[src/rtl/mem_arbiter.sv]
// Shares one memory port between I- and D-cache with round-robin per transaction and a one-cycle release gap.
// Grant is one cycle after the request is sampled; mem_ready, data and strobes pass through combinationally.
module mem_arbiter #(
    parameter int ADDR_W = 28,
    parameter int DATA_W = 128
) (
    input  logic              clk,
    input  logic              proc_reset,
    input  logic              i_mem_read,
    input  logic              i_mem_write,
    input  logic [ADDR_W-1:0] i_mem_addr,
    input  logic [DATA_W-1:0] i_mem_wdata,
    output logic [DATA_W-1:0] i_mem_rdata,
    output logic              i_mem_ready,
    input  logic              d_mem_read,
    input  logic              d_mem_write,
    input  logic [ADDR_W-1:0] d_mem_addr,
    input  logic [DATA_W-1:0] d_mem_wdata,
    output logic [DATA_W-1:0] d_mem_rdata,
    output logic              d_mem_ready,
    output logic              mem_read,
    output logic              mem_write,
    output logic [ADDR_W-1:0] mem_addr,
    output logic [DATA_W-1:0] mem_wdata,
    input  logic [DATA_W-1:0] mem_rdata,
    input  logic              mem_ready,
    output logic              grant_i,
    output logic              grant_d
);

    typedef enum logic [1:0] {
        IDLE    = 2'd0,
        GRANT_I = 2'd1,
        GRANT_D = 2'd2,
        RELEASE = 2'd3
    } state_t;

    state_t state_q, state_d;
    logic   last_q, last_d;   // last served side: 0 = I, 1 = D
    logic   req_i, req_d;

    assign req_i = i_mem_read | i_mem_write;
    assign req_d = d_mem_read | d_mem_write;

    always_comb begin
        state_d = state_q;
        last_d  = last_q;
        case (state_q)
            IDLE: begin
                if (req_i && req_d) begin
                    state_d = last_q ? GRANT_I : GRANT_D;
                    last_d  = ~last_q;
                end else if (req_i) begin
                    state_d = GRANT_I;
                    last_d  = 1'b0;
                end else if (req_d) begin
                    state_d = GRANT_D;
                    last_d  = 1'b1;
                end
            end
            GRANT_I, GRANT_D: begin
                if (mem_ready) begin
                    state_d = RELEASE;
                end
            end
            RELEASE: state_d = IDLE;
            default: state_d = IDLE;
        endcase
    end

    always_ff @(posedge clk) begin
        if (proc_reset) begin
            state_q <= IDLE;
            last_q  <= 1'b0;
        end else begin
            state_q <= state_d;
            last_q  <= last_d;
        end
    end

    // The non-granted side and the IDLE/RELEASE cycles see an all-zero port.
    always_comb begin
        mem_read    = 1'b0;
        mem_write   = 1'b0;
        mem_addr    = '0;
        mem_wdata   = '0;
        i_mem_ready = 1'b0;
        i_mem_rdata = '0;
        d_mem_ready = 1'b0;
        d_mem_rdata = '0;
        case (state_q)
            GRANT_I: begin
                mem_read    = i_mem_read;
                mem_write   = i_mem_write;
                mem_addr    = i_mem_addr;
                mem_wdata   = i_mem_wdata;
                i_mem_ready = mem_ready;
                i_mem_rdata = mem_rdata;
            end
            GRANT_D: begin
                mem_read    = d_mem_read;
                mem_write   = d_mem_write;
                mem_addr    = d_mem_addr;
                mem_wdata   = d_mem_wdata;
                d_mem_ready = mem_ready;
                d_mem_rdata = mem_rdata;
            end
            default: ;
        endcase
    end

    assign grant_i = (state_q == GRANT_I);
    assign grant_d = (state_q == GRANT_D);

endmodule
[config.mk]
export PLATFORM = sky130hd
export DESIGN_NAME = mem_arbiter
export DESIGN_NICKNAME = d
export VERILOG_FILES = /design/src/rtl/mem_arbiter.sv
export SDC_FILE = /design/constraint.sdc
export NUM_CORES = 1
export LEC_CHECK = 0
export CAP_MARGIN = 10
export CORE_AREA = 2 2 338 340
export DETAILED_ROUTE_END_ITERATION = 10
export DIE_AREA = 0 0 340 342
export GPL_TIMING_DRIVEN = 0
export HOLD_SLACK_MARGIN = 0.15
export PLACE_DENSITY = 0.36
export SYNTH_ARGS = -nofsm -noshare
export SYNTH_HDL_FRONTEND = slang
export SYNTH_SLANG_ARGS = --single-unit
[constraint.sdc]
create_clock -name clk -period 4.1 [get_ports clk]
set_input_delay 1.23 -clock clk [delete_from_list [all_inputs] [get_ports clk]]
set_output_delay 1.23 -clock clk [all_outputs]
set_load 0.005 [all_outputs]
After elaboration in Yosys (flattened, before gate mapping)
Index checks and enable logic that the tools add are counted.
{ "word_totals": {"inputBits": 447, "word_cells": 33, "out_inout_bits": 418, "ff_bits": 3} }
{ "classes": {"muxes": 17, "n_bitwise": 3, "reduce_logical": 6, "n_eq_ne": 5} }
{ "op_table": {"columns": ["cell", "n"], "rows": [
  ["2-to-1 mux 128 bit", 2],
  ["case mux 128 bit (2 select lines)", 1],
  ["case mux 28 bit (2 select lines)", 1],
  ["2-to-1 mux 2 bit", 5],
  ["case mux 2 bit (3 select lines)", 1],
  ["2-to-1 mux 1 bit", 5],
  ["== test 2 bit, second input constant", 2],
  ["inequality test 4 bit, second input constant", 1],
  ["case mux 1 bit (2 select lines)", 2],
  ["AND reduction 2 bit", 2],
  ["nonzero test 3 bit", 1],
  ["== test 2 x 1 -> 1 bit, second input constant", 1],
  ["logical NOT 2 bit", 1],
  ["inequality test 2 bit, second input constant", 1],
  ["OR 1 bit", 2],
  ["OR reduction 2 bit", 1],
  ["logical AND 1 bit", 1],
  ["NOT 1 bit", 1]
]} }

Longest topological paths before layout
Gate-level depths: netlist (run 1).
{ "logic_depth": {"ltp_word": 5, "depth_mapped": 7, "ltp_nobuf": 5} }

Worst setup path before layout (run 1)
Ideal clock, no wire load.
{ "synth_timing": {"path_kind": "input to output", "startpoint": "input port d_mem_wdata[10]", "endpoint": "output port mem_wdata[10]", "t_required_ns": 2.870, "t_arrival_ns": 1.455, "path_buffers": 0, "cell_stages": 2, "setup_slack_ns": 1.415, "path_cell_list": "a22oi_1 nor2b_1"} }
{ "synth_between": {"elab_chain_cells": 1} }
{ "synth_lines": {"columns": ["item", "line_no", "rtl"], "rows": [
  ["from (decl)", "18", "input logic [DATA_W-1:0] d_mem_wdata,"],
  ["case mux 128 bit (2 select lines)", "91", "case (state_q)"],
  ["to (decl)", "24", "output logic [DATA_W-1:0] mem_wdata,"]
]} }
No other way between the ends.

Final worst setup path (run 1)
{ "layout_timing": {"startpoint": "input port d_mem_wdata[101]", "endpoint": "output port mem_wdata[101]"} }
The elaborated chain is that of the path after synthesis.

==> results_dict.tcl, run 1 <==
set metrics [dict create \
    cts_tree "done" \
    yosys.area_share.xor_xnor_pct 0 \
    final_common_cell "clkdlybuf4s50_1" \
    p_leak_uw 0.00500 \
    antenna_found_initial 20 \
    ant_nets 0 \
    cp.required_ns 2.87 \
    drt_iter0_drc 280 \
    rsz0062_at_grt "no" \
    synth-seq-cells 3 \
    core_sq_um 113000 \
    hold_path.class "reg2reg" \
    cp_max_fo 1 \
    synth_fa_ha_area_share_pct 1.41 \
    grt_use_met2_pct 16.5 \
    clk_pin_slew_worst_paths_ns 0.03 \
    finalHoldViolCount 0 \
    power_per_cell_area_nw_per_um2 383 \
    syn_area_per_cell_sq_um 6.48 \
    synth_compound_area_share_pct 28.2 \
    grtUsageMet1_pct 13.4 \
    dr.pass1.iters 4 \
    synth_simple_gate_area_share_pct 59.9 \
    slew_headroom_pct 45.4 \
    fin_nets 2004 \
    cts_buffer_depth 2 \
    cp-startpoint "d_mem_wdata[101]" \
    grt_pass1_vias 8542 \
    dp_hpwl_mm 57.7 \
    die_w_um 340 \
    clk_latency_ns 0.22 \
    clock-root-buffer "clkbuf_16" \
    timing.fmax_mhz 250 \
    fin_skew_ns 0.0000567 \
    die_h_um 342 \
    grt_max_degree 20 \
    tritoncts.num_buffers 3 \
    netlist_area_sq_um 4430 \
    start_kind "primary input" \
    yosysSeqAreaShare_pct 1.36 \
    finalSetupViolCount 0 \
    met3_usage_pct 3.18 \
    yosysUniqueCellTypes 22 \
    route.detailed.drc 0 \
    synth_top_cell_by_area "and2_1" \
    grt.overflow.total 0 \
    busiest_layer "met2" \
    grt_pass1_wl_mm 80.3 \
    initial_core_util_pct 3.92 \
    final_cell_mix "851 x clkdlybuf4s50_1, 258 x and2_1, 154 x a22oi_1" \
    wl_mm 63.2 \
    syn_nets 1135 \
    rr_startpoint "state_q[1]" \
    yosysTopAreaCellShare_pct 36.4 \
    crit_arrival_ns 2.76 \
    place_inst 3060 \
    rows 124 \
    post-route-period-util_pct 97.4 \
    via_per_inst 2.74 \
    ys_warn_count 0 \
    cap_viol_max_count 0 \
    slew_violations 0 \
    worstMarginPinSlew_ns 0.818 \
    hold_buffers 0 \
    status "completed" \
    io_pins 865 \
    peakVddDrop_uv 137 \
    synthMuxAreaShare_pct 0.226 \
    power.total_uw 5820 \
    min_period_ns 3.99 \
    gp_congestion 0.837 \
    areaGrowthSynthToFinish_pct 243 \
    critPathKind "in2out" \
    synth_cells 683 \
    vias 8426 \
    port-buffer-count 864 \
    synth_top_family_by_area "simple AND/OR/NAND/NOR gates" \
    grt_use_total_pct 10.1 \
    fp.dieArea_sq_um 116000 \
    synth_area_leaders "and2_1 36%, a22oi_1 27%, nor2b_1 22%" \
    fin_cells 3070 \
    numClockSinks 3 \
    post_cts_buffers 0 \
    holdCritStartpoint "last_q" \
    cp-end-kind "output pin" \
    drive_above_1_share_pct 5.42 \
    h-tree-depth 1 \
    drt-wirelength-per-cell_um 20.6 \
]
## kinds of logic after synthesis
| family | count (synthesis) |
|---|---|
| muxes | 1 |
| and+or+nand+nor | 425 |
| DFF | 3 |
| AOI/OAI and AO/OA | 165 |
| buffers and inverters | 84 |
| adders and majority gates | 5 |
## per-stage QoR
stage	hold WS, ns	cell area, sq um	setup WS [ns]	util (%)	setup TNS [ns]
final	0.465	15200	0.106	13.4	0
after global routing	0.488	15200	0.00549	13.4	0
after CTS	0.471	15100	0.00264	13.4	0
after detailed placement	0.464	15000	-0.773	13.2	-14.76
after global placement	0.470	15000	-0.635	13.2	-11.88
after floorplan	0.436	4430	1.41	-	0
## path summary, 6_finish.rpt
kind | end | slack (ns) | cells after the start
setup reg to reg | state_q[0] | 2.31 | 6
setup / recovery | mem_wdata[101] | 0.11 | 4
hold / removal | last_q | 0.47 | 1
hold reg to reg | last_q | 0.47 | 1
## worst max-delay path, stage by stage
cell,delay [ns]
clkdlybuf4s50_1,0.41
a22oi_2,0.69
nor2b_1,0.10
dlygate4sd2_1,0.32
## report_power, final
part	switching [uW]	internal, uW	leakage, uW
registers	9.89	41.2	0.0000250
logic	2700	2910	0.00493
clock network	26.2	128	0.0000382
total	2730	3080	0.00500
## cells in the mapped netlist, drive strengths merged
cell     instances
a311oi           1
o21bai           1
nor2             4
and2           258
a2111oi          1
nand2b           1
o21a             1
a311o            1
a32oi            1
buf             56
a31oi            1
a22oi          158
and4             1
or2              1
dfxtp            3
inv              3
mux2i            1
nor2b          159
ha               5
and3             1
clkbuf          25
## timing repair
item	in CTS	in global routing
resized for setup	43	12
pin swaps	2	1
endpoints found under the setup margin	151	17
## cell type report
| cell class | instances | area [sq um] |
|---|---|---|
| well taps | 1512 | 1890 |
| clock buffers | 4 | 78.8 |
| repair buffers | 865 | 8660 |
| flip-flops and latches | 3 | 60.1 |
| plain buffers | 80 | 432 |
| multi-input cells | 596 | 4020 |
| inverters | 3 | 11.3 |
| fillers | 13007 | 97900 |
| diodes | 7 | 17.5 |
## per-layer routing
| metal | wire [um] | vias to the layer above | share of wire (%) |
|---|---|---|---|
| li1 | - | 4062 | - |
| met1 | 28600 | 3862 | 45 |
| met2 | 28700 | 464 | 45 |
| met4 | 582 | 12 | 0.92 |
| met5 | 77 | - | 0.12 |
| met3 | 5240 | 26 | 8.3 |
## sequential cells by signal (all words and copies together) (netlist names)
register	count
state_q	2
last_q	1
Note: power is estimated with default switching activity, not from simulation.
==> run 2, diff against run 1 <==
--- a/config.mk
+++ b/config.mk
@@ -9,9 +9,11 @@
 export CORE_AREA = 2 2 338 340
 export DETAILED_ROUTE_END_ITERATION = 10
 export DIE_AREA = 0 0 340 342
+export GPL_ROUTABILITY_DRIVEN = 0
 export GPL_TIMING_DRIVEN = 0
 export HOLD_SLACK_MARGIN = 0.15
 export PLACE_DENSITY = 0.36
 export SYNTH_ARGS = -nofsm -noshare
 export SYNTH_HDL_FRONTEND = slang
 export SYNTH_SLANG_ARGS = --single-unit
+export TNS_END_PERCENT = 30
==> results of run 2 <==
Final layout, timing and power as in run 1 (identical DEF).
